--- src/rtl/stage_sequencer.sv ---
// Multi-cycle instruction sequencer: walks each instruction through
// fetch, decode, execute, memory, writeback and PC-update stages. It keeps
// the condition codes, the branch/cmov condition, the machine status and
// the retired-instruction count.
module stage_sequencer (
  input  logic        clk,
  input  logic        rst_n,
  input  logic        start,
  input  logic [3:0]  icode,
  input  logic [3:0]  ifun,
  input  logic        instr_valid,
  input  logic        imem_error,
  input  logic        mem_ack,
  input  logic        dmem_error,
  input  logic        alu_zf,
  input  logic        alu_sf,
  input  logic        alu_of,
  output logic        f_en,
  output logic        d_en,
  output logic        e_en,
  output logic        m_en,
  output logic        w_en,
  output logic        pc_en,
  output logic        mem_req,
  output logic        set_cc,
  output logic [2:0]  cc,
  output logic        Cnd,
  output logic [2:0]  stat,
  output logic        busy,
  output logic [31:0] instr_count
);

  typedef enum logic [2:0] {
    S_IDLE, S_FETCH, S_DECODE, S_EXECUTE,
    S_MEMORY, S_WRITEBACK, S_PCUPD, S_HALTED
  } state_t;

  localparam logic [2:0] STAT_AOK = 3'd1;
  localparam logic [2:0] STAT_HLT = 3'd2;
  localparam logic [2:0] STAT_ADR = 3'd3;
  localparam logic [2:0] STAT_INS = 3'd4;

  state_t      state, state_nxt;
  logic [3:0]  icode_q, ifun_q;
  logic [3:0]  tmo_cnt;
  logic        latch_instr;
  logic        halt_req;
  logic [2:0]  halt_stat;
  logic        retire;
  logic        cnd_wr;
  logic        tmo_clr;

  // Opcode/function combinations the execute stage cannot handle.
  function automatic logic instr_illegal(input logic [3:0] ic, input logic [3:0] fn);
    return (ic > 4'hB) ||
           (((ic == 4'h2) || (ic == 4'h7)) && (fn > 4'h6)) ||
           ((ic == 4'h6) && (fn > 4'h3));
  endfunction

  // Instructions that touch data memory (rmmovq, mrmovq, call, ret, push, pop).
  function automatic logic uses_mem(input logic [3:0] ic);
    return (ic == 4'h4) || (ic == 4'h5) || (ic == 4'h8) ||
           (ic == 4'h9) || (ic == 4'hA) || (ic == 4'hB);
  endfunction

  // Branch / conditional-move condition from {ZF,SF,OF}.
  function automatic logic cond_eval(input logic [3:0] fn, input logic [2:0] flags);
    logic zf, lt;
    zf = flags[2];
    lt = flags[1] ^ flags[0];
    case (fn)
      4'h0:    return 1'b1;
      4'h1:    return lt | zf;
      4'h2:    return lt;
      4'h3:    return zf;
      4'h4:    return ~zf;
      4'h5:    return ~lt;
      4'h6:    return ~lt & ~zf;
      default: return 1'b0;
    endcase
  endfunction

  // Retire counter sticks at all-ones instead of wrapping.
  function automatic logic [31:0] sat_inc(input logic [31:0] v);
    return (v == 32'hFFFF_FFFF) ? v : v + 32'd1;
  endfunction

  assign busy = (state != S_IDLE) && (state != S_HALTED);

  // Next-state decode and per-state stage enables.
  always_comb begin
    state_nxt   = state;
    f_en        = 1'b0;
    d_en        = 1'b0;
    e_en        = 1'b0;
    m_en        = 1'b0;
    w_en        = 1'b0;
    pc_en       = 1'b0;
    mem_req     = 1'b0;
    set_cc      = 1'b0;
    latch_instr = 1'b0;
    halt_req    = 1'b0;
    halt_stat   = STAT_AOK;
    retire      = 1'b0;
    cnd_wr      = 1'b0;
    tmo_clr     = 1'b0;
    case (state)
      S_IDLE: begin
        if (start) state_nxt = S_FETCH;
      end
      S_FETCH: begin
        f_en = 1'b1;
        if (instr_valid) begin
          latch_instr = 1'b1;
          if (imem_error) begin
            halt_req  = 1'b1;
            halt_stat = STAT_ADR;
          end else if (icode == 4'h0) begin
            halt_req  = 1'b1;
            halt_stat = STAT_HLT;
          end else if (instr_illegal(icode, ifun)) begin
            halt_req  = 1'b1;
            halt_stat = STAT_INS;
          end else begin
            state_nxt = S_DECODE;
          end
        end
      end
      S_DECODE: begin
        d_en      = 1'b1;
        state_nxt = S_EXECUTE;
      end
      S_EXECUTE: begin
        e_en      = 1'b1;
        set_cc    = (icode_q == 4'h6);
        cnd_wr    = (icode_q == 4'h2) || (icode_q == 4'h7);
        tmo_clr   = 1'b1;
        state_nxt = uses_mem(icode_q) ? S_MEMORY : S_WRITEBACK;
      end
      S_MEMORY: begin
        m_en    = 1'b1;
        mem_req = 1'b1;
        if (mem_ack) begin
          if (dmem_error) begin
            halt_req  = 1'b1;
            halt_stat = STAT_ADR;
          end else begin
            state_nxt = S_WRITEBACK;
          end
        end else if (tmo_cnt == 4'hF) begin
          // Sixteenth cycle without an ack: treat as an address fault.
          halt_req  = 1'b1;
          halt_stat = STAT_ADR;
        end
      end
      S_WRITEBACK: begin
        w_en      = 1'b1;
        state_nxt = S_PCUPD;
      end
      S_PCUPD: begin
        pc_en     = 1'b1;
        retire    = 1'b1;
        state_nxt = S_FETCH;
      end
      S_HALTED: begin
        state_nxt = S_HALTED;
      end
      default: begin
        state_nxt = S_IDLE;
      end
    endcase
    if (halt_req) state_nxt = S_HALTED;
  end

  // Sequencer state register.
  always_ff @(posedge clk or negedge rst_n) begin
    if (!rst_n) state <= S_IDLE;
    else        state <= state_nxt;
  end

  // Fetched instruction fields, captured on the fetch handshake.
  always_ff @(posedge clk) begin
    if (latch_instr) begin
      icode_q <= icode;
      ifun_q  <= ifun;
    end
  end

  // Architectural status: stat, condition codes, Cnd, retire count, memory timeout.
  always_ff @(posedge clk or negedge rst_n) begin
    if (!rst_n) begin
      stat        <= STAT_AOK;
      cc          <= 3'b100;
      Cnd         <= 1'b0;
      instr_count <= 32'd0;
      tmo_cnt     <= 4'd0;
    end else begin
      if (halt_req) stat        <= halt_stat;
      if (set_cc)   cc          <= {alu_zf, alu_sf, alu_of};
      if (cnd_wr)   Cnd         <= cond_eval(ifun_q, cc);
      if (retire)   instr_count <= sat_inc(instr_count);
      if (tmo_clr)                        tmo_cnt <= 4'd0;
      else if (m_en && !mem_ack)          tmo_cnt <= tmo_cnt + 4'd1;
    end
  end

endmodule

--- config.mk ---
export PLATFORM = sky130hd
export DESIGN_NAME = stage_sequencer
export DESIGN_NICKNAME = d
export VERILOG_FILES = /design/src/rtl/stage_sequencer.sv
export SDC_FILE = /design/constraint.sdc
export NUM_CORES = 1
export LEC_CHECK = 0
export ABC_AREA = 0
export CAP_MARGIN = 20
export CORE_UTILIZATION = 45
export DETAILED_ROUTE_END_ITERATION = 6
export PLACE_DENSITY = 0.74
export REMOVE_ABC_BUFFERS = 1
export SETUP_SLACK_MARGIN = 0.3
export SYNTH_ARGS = -nofsm -noshare
export SYNTH_HDL_FRONTEND = slang
export SYNTH_SLANG_ARGS = --single-unit
--- constraint.sdc ---
create_clock -name clk -period 1.7 [get_ports clk]
set_input_delay 0.255 -clock clk [delete_from_list [all_inputs] [get_ports clk]]
set_output_delay 0.255 -clock clk [all_outputs]
set_load 0.01 [all_outputs]
# Yosys cells after proc, flatten, opt, wreduce, memory -nomap -nowiden
# Index checks and enable logic that the tools add are counted.
classes:
  addsub: 2
  magnitude_cmp: 3
  eq_ne: 35
  mux: 39
  bitwise_logic: 6
  reduce_logical: 21
ops:
  columns: ["cell", "n"]
  rows:
  - ["$mux W3", 13]
  - ["$eq A4 B3 Y1 const B", 9]
  - ["$add A32 B1 Y32 const B", 1]
  - ["$eq A32 B32 Y1 const B", 1]
  - ["$ne A3 B3 Y1 const B", 8]
  - ["$pmux W3 S8", 1]
  - ["$eq A4 B4 Y1 const B", 5]
  - ["$mux W1", 18]
  - ["$eq A4 B2 Y1 const B", 4]
  - ["$eq A3 B3 Y1 const B", 4]
  - ["$logic_or A1 B1 Y1", 9]
  - ["$logic_not A4 Y1", 2]
  - ["$mux W4", 2]
  - ["$pmux W1 S7", 1]
  - ["$reduce_and A7 Y1", 1]
  - ["$eq A3 B2 Y1 const B", 2]
  - ["$pmux W3 S2", 1]
  - ["$add A4 B1 Y4 const B", 1]
  - ["$eq A4 B1 Y1 const B", 1]
  - ["$gt A4 B2 Y1 const B", 1]
  - ["$gt A4 B3 Y1 const B", 1]
  - ["$gt A4 B4 Y1 const B", 1]
  - ["$logic_and A1 B1 Y1", 4]
  - ["$mux W2", 2]
  - ["11 further kinds", 13]
word_totals:
  register_bits: 54
  inputBits: 18
  out_inout_bits: 48

# Longest topological paths before layout
depth:
  depth_word: 12
  depth_mapped: 7
  mapped_depth_nobuf: 7

# Worst setup path after synthesis
# No wires, ideal clock.
synth_path:
  path_type: "flip-flop to flip-flop"
  from: "reg state[1]"
  to: "reg stat[2]"
  t_arrival_ps: 1758
  required_ps: 1578
  path_slack_ps: -180
  stages_incl_launch_ff: 8
  cell_sequence: "dfrtp_1 > buf_2 > nor3b_1 > and2_1 > clkbuf_1 > o21ai_1 > nand2_1 > o2bb2ai_1"
synth_between:
  elab_chain_cells: 2
  elab_cells_between_ends: 4
  classes_between: "eq/ne: 2; mux: 2"
synth_rtl:
  columns: ["element", "line", "source"]
  rows:
  - ["from (decl)", "43", "state_t state, state_nxt;"]
  - ["from (signal assigned)", "178", "else state <= state_nxt;"]
  - ["$eq A3 B3 Y1 or $eq A3 B1 Y1 (tied branches)", "107", "case (state)"]
  - ["$pmux W3 S2 or $pmux W1 S2 (tied branches)", "107", null]
  - ["to (signal assigned)", "198", "if (halt_req) stat <= halt_stat;"]
  - ["to (decl)", "28", "output logic [2:0] stat,"]
# Parallel ways exist; a longest one is shown, timed or not.
# A chain may end at the register's enable or synchronous reset.

# Worst setup path in the final report
layout_path:
  from: "reg state[2]"
  to: "reg instr_count[29]"
layout_between:
  elab_chain_cells: 3
layout_rtl:
  columns: ["element", "line", "source"]
  rows:
  - ["$eq A3 B3 Y1", "107", null]
  - ["$mux W1", "107", null]
  - ["$reduce_and A2 Y1 (no source line)", null, null]
  - ["to (signal assigned)", "201", "if (retire) instr_count <= sat_inc(instr_count);"]
  - ["to (decl)", "30", "output logic [31:0] instr_count"]
# No other way between the ends.

==> impl_results.md <==
- Die Height: 80.0 um
- Clock skew: 19.5 ps
- Yosys synthesis warning count: 0
- Critical Path Source Type: flip-flop
- F_max: 0.531 GHz
- CP endpoint kind: flip-flop
- Period utilization: 111%
- Sw power: 1910 uW
- Antenna violations before repair: 0
- Final GP Congestion: 0.889
- Least-Margin Pin Slew: 464 ps
- Final Setup Violations: 14
- HPWL Detailed: 5.19 mm
- Failing checks: negative setup slack
- Clock power frac: 17.0%
- Outcome: finished, violations left
- CP required: 1940 ps
- Gr ovfl total: 0
- Post-layout util: 84.1%
- Htree depth: 2
- Sequential fraction of design power: 32.6%
- Max-cap check violation count: 0
- Largest net degree at the start of global routing: 30
- Cell family with most CP delay: flip-flops
- Syn avg cell area: 11.1 sq um
- Switching Fraction: 36.3%
- Fin. Hold Viols: 0
- Most Frequent Cell on Critical Path: nand4_1
- Initial core utilization: 46.5%
- CP peak stage delay: 460 ps
- Slowest cell on crit path: dfrtp_1
- Final nets: 445
- Slew Limit Headroom: 68.7%
- Gate count of the mapped netlist: 247
- Pleak: 0.00241 uW
- Root buffer cell: clkbuf_8
- Residual DRC count: 0
- Via count: 2890
- Part of the Yosys area used for sequential elements: 50.9%
- Core ar.: 5890 sq um
- Clock buffer depth: 2
- Num rows: 28
- Hold crit path type: in2reg
- Number of global-route vias before repair: 2831
- Number of synthesized flops with an enable pin: 8
- Number of synthesized register bits: 54
- Critical Path, Cell by Cell: buf_6 -> nand3_4 -> inv_2 -> nand4_1 -> a211oi_2 -> buf_4 -> nand4_1 -> xnor2_1
- Clock latency at the later pin of the worst-skew pair: 330 ps
- GRT Overall Usage: 29.4%
- Die Width: 80.0 um
- Die area: 6400 sq um
- Layout cells sized above 1: 56.1%
- Most used DFF post-synth: dfrtp_1
- Worst path bufs/invs: 3
- Wire length per cell: 21.4 um
- Post-synth ARST share: 85.2%
- First-pass detailed-route iteration total: 4
- Final slew viol count: 0
- Min Tclk post-route: 1880 ps
- Antenna Nets Post-Route: 0
- Global-route wire length before repair: 14.1 mm
- Peak VDD IR: 0.00104 V
- Internal power: 3350 uW
- Clk sink count: 54
- RSZ-0062 raised after global routing: yes
- Total CTS buffers: 5
- Netlist cell types: 51
- Mapped Area: 2740 sq um
- Placed Area: 3930 sq um
- Critical Path AT: 2120 ps
- Commonest non-fill, non-tap cell in the layout: buf_4
- Number of port buffers: 65
- Overall power: 5260 uW
- Antenna Cells: 0
- PnR worst setup slack: -182 ps
- CP Max Fanout: 5
- Clock transition at path regs: 100 ps
- Fill count: 282
- CTS tree: built
- Routed wire length: 10.7 mm
- Ports: 66
- Most frequent cells in the layout: buf_4, dfrtp_1, buf_6
- Post-route cell area: 4950 sq um
- Routed vias/inst: 5.77
- Power share of the combinational group: 50.4%
- Crit Path Category: reg2reg
- Pwr per Cell Area: 1060 nW/um^2
- Area grow syn2layout: 80.8%
- Drt initial violations: 193
## synthesized netlist by cell type (3+ instances only)
cell | n | area share, %
nand2_1 | 17 | 2.3
nand4_1 | 10 | 2.3
a21oi_1 | 9 | 1.6
nand3_2 | 7 | 2.6
nor2_1 | 18 | 2.5
nor3b_1 | 3 | 0.82
xor2_1 | 8 | 2.6
nor2b_1 | 3 | 0.69
o21ai_0 | 5 | 0.91
nand4_2 | 3 | 1.4
nand2b_1 | 5 | 1.1
dfrtp_1 | 44 | 40
mux2_2 | 4 | 1.6
and3_1 | 9 | 2.1
edfxtp_1 | 8 | 8.8
and2_1 | 6 | 1.4
nand3_1 | 9 | 1.6
inv_1 | 6 | 0.82
xnor2_1 | 26 | 8.3
nor3_1 | 4 | 0.73
and4_1 | 5 | 1.6
## registers in the layout, indices dropped and copies added, names as in the netlist
register / cells
stat: 3
icode_q: 4
tmo_cnt: 4
cc: 3
instr_count: 32
ifun_q: 4
Cnd: 1
state: 3
## worst register-to-register path: stages (launching register included)
cell and delay, ps:
dfrtp_1 460, buf_6 180, nand3_4 100, inv_2 90, nand4_1 170, a211oi_2 260, buf_4 190, nand4_1 140
xnor2_1 210
## per-stage QoR
stage | instances | hold slack (ps) | setup slack, ps | TNS [ps]
after global placement | 444 | 223 | -162 | -472
final | 501 | 169 | -182 | -931
after floorplan | 240 | -40.6 | -224 | -2190
after detailed placement | 444 | 236 | -282 | -1100
after global routing | 501 | 168 | -206 | -1370
after CTS | 482 | 327 | 6.03 | 0
## logic make-up after synthesis
family	count (synthesis)	synth area share, %
compound gates	28	7.08
mux	7	2.79
xor+xnor	34	10.9
fa+ha+maj	2	0.914
simple gates	108	24.9
flops	54	50.9
buf+inv	14	2.56
## final cells by class
class	count	area, sq um	share of cell area (%)
well taps	75	93.8	1.90
repair buffers	178	1580	31.9
multi-input cells	179	1750	35.4
flip-flops and latches	54	1400	28.2
clock buffers	7	76.3	1.54
inverters	7	26.3	0.531
clock inverters	1	30.0	0.607
## layer usage
layer  GRT usage [%]  share of wire (%)
met5               0                  0
met4            15.5                5.1
met2            51.1                 52
met1            33.6                 38
met3            6.51                5.2
## path summary, 6_finish.rpt
kind | startpoint | slack [ps] | cells after the start | end
worst min-delay path | ifun[2] | 170 | 1 | ifun_q[2]
min in group asynchronous | rst_n | 430 | 2 | instr_count[19]
worst max-delay path | state[2] | -180 | 8 | instr_count[29]
max in group asynchronous | rst_n | 660 | 3 | stat[0]
worst min register to register | stat[1] | 490 | 1 | stat[1]
worst max register to register | state[2] | -180 | 8 | instr_count[29]
## power groups by stage
stage / registers, uW / logic [uW] / clock network [uW]
after CTS: 1670 / 2000 / 867
after global placement: 1670 / 1580 / 0
after detailed placement: 1690 / 1610 / 0
after floorplan: 1810 / 550 / 0
final: 1710 / 2650 / 891
after global routing: 1730 / 2770 / 926
## timing repair
item	4_1_cts	5_1_grt
pin swaps	55	41
buffers inserted	29	18
endpoints found under the setup margin	97	83
hold endpoints to repair	17	0
hold buffers	1	0
gates resized for setup	184	96
cloned	0	1
(Power assumes the default switching activity.)
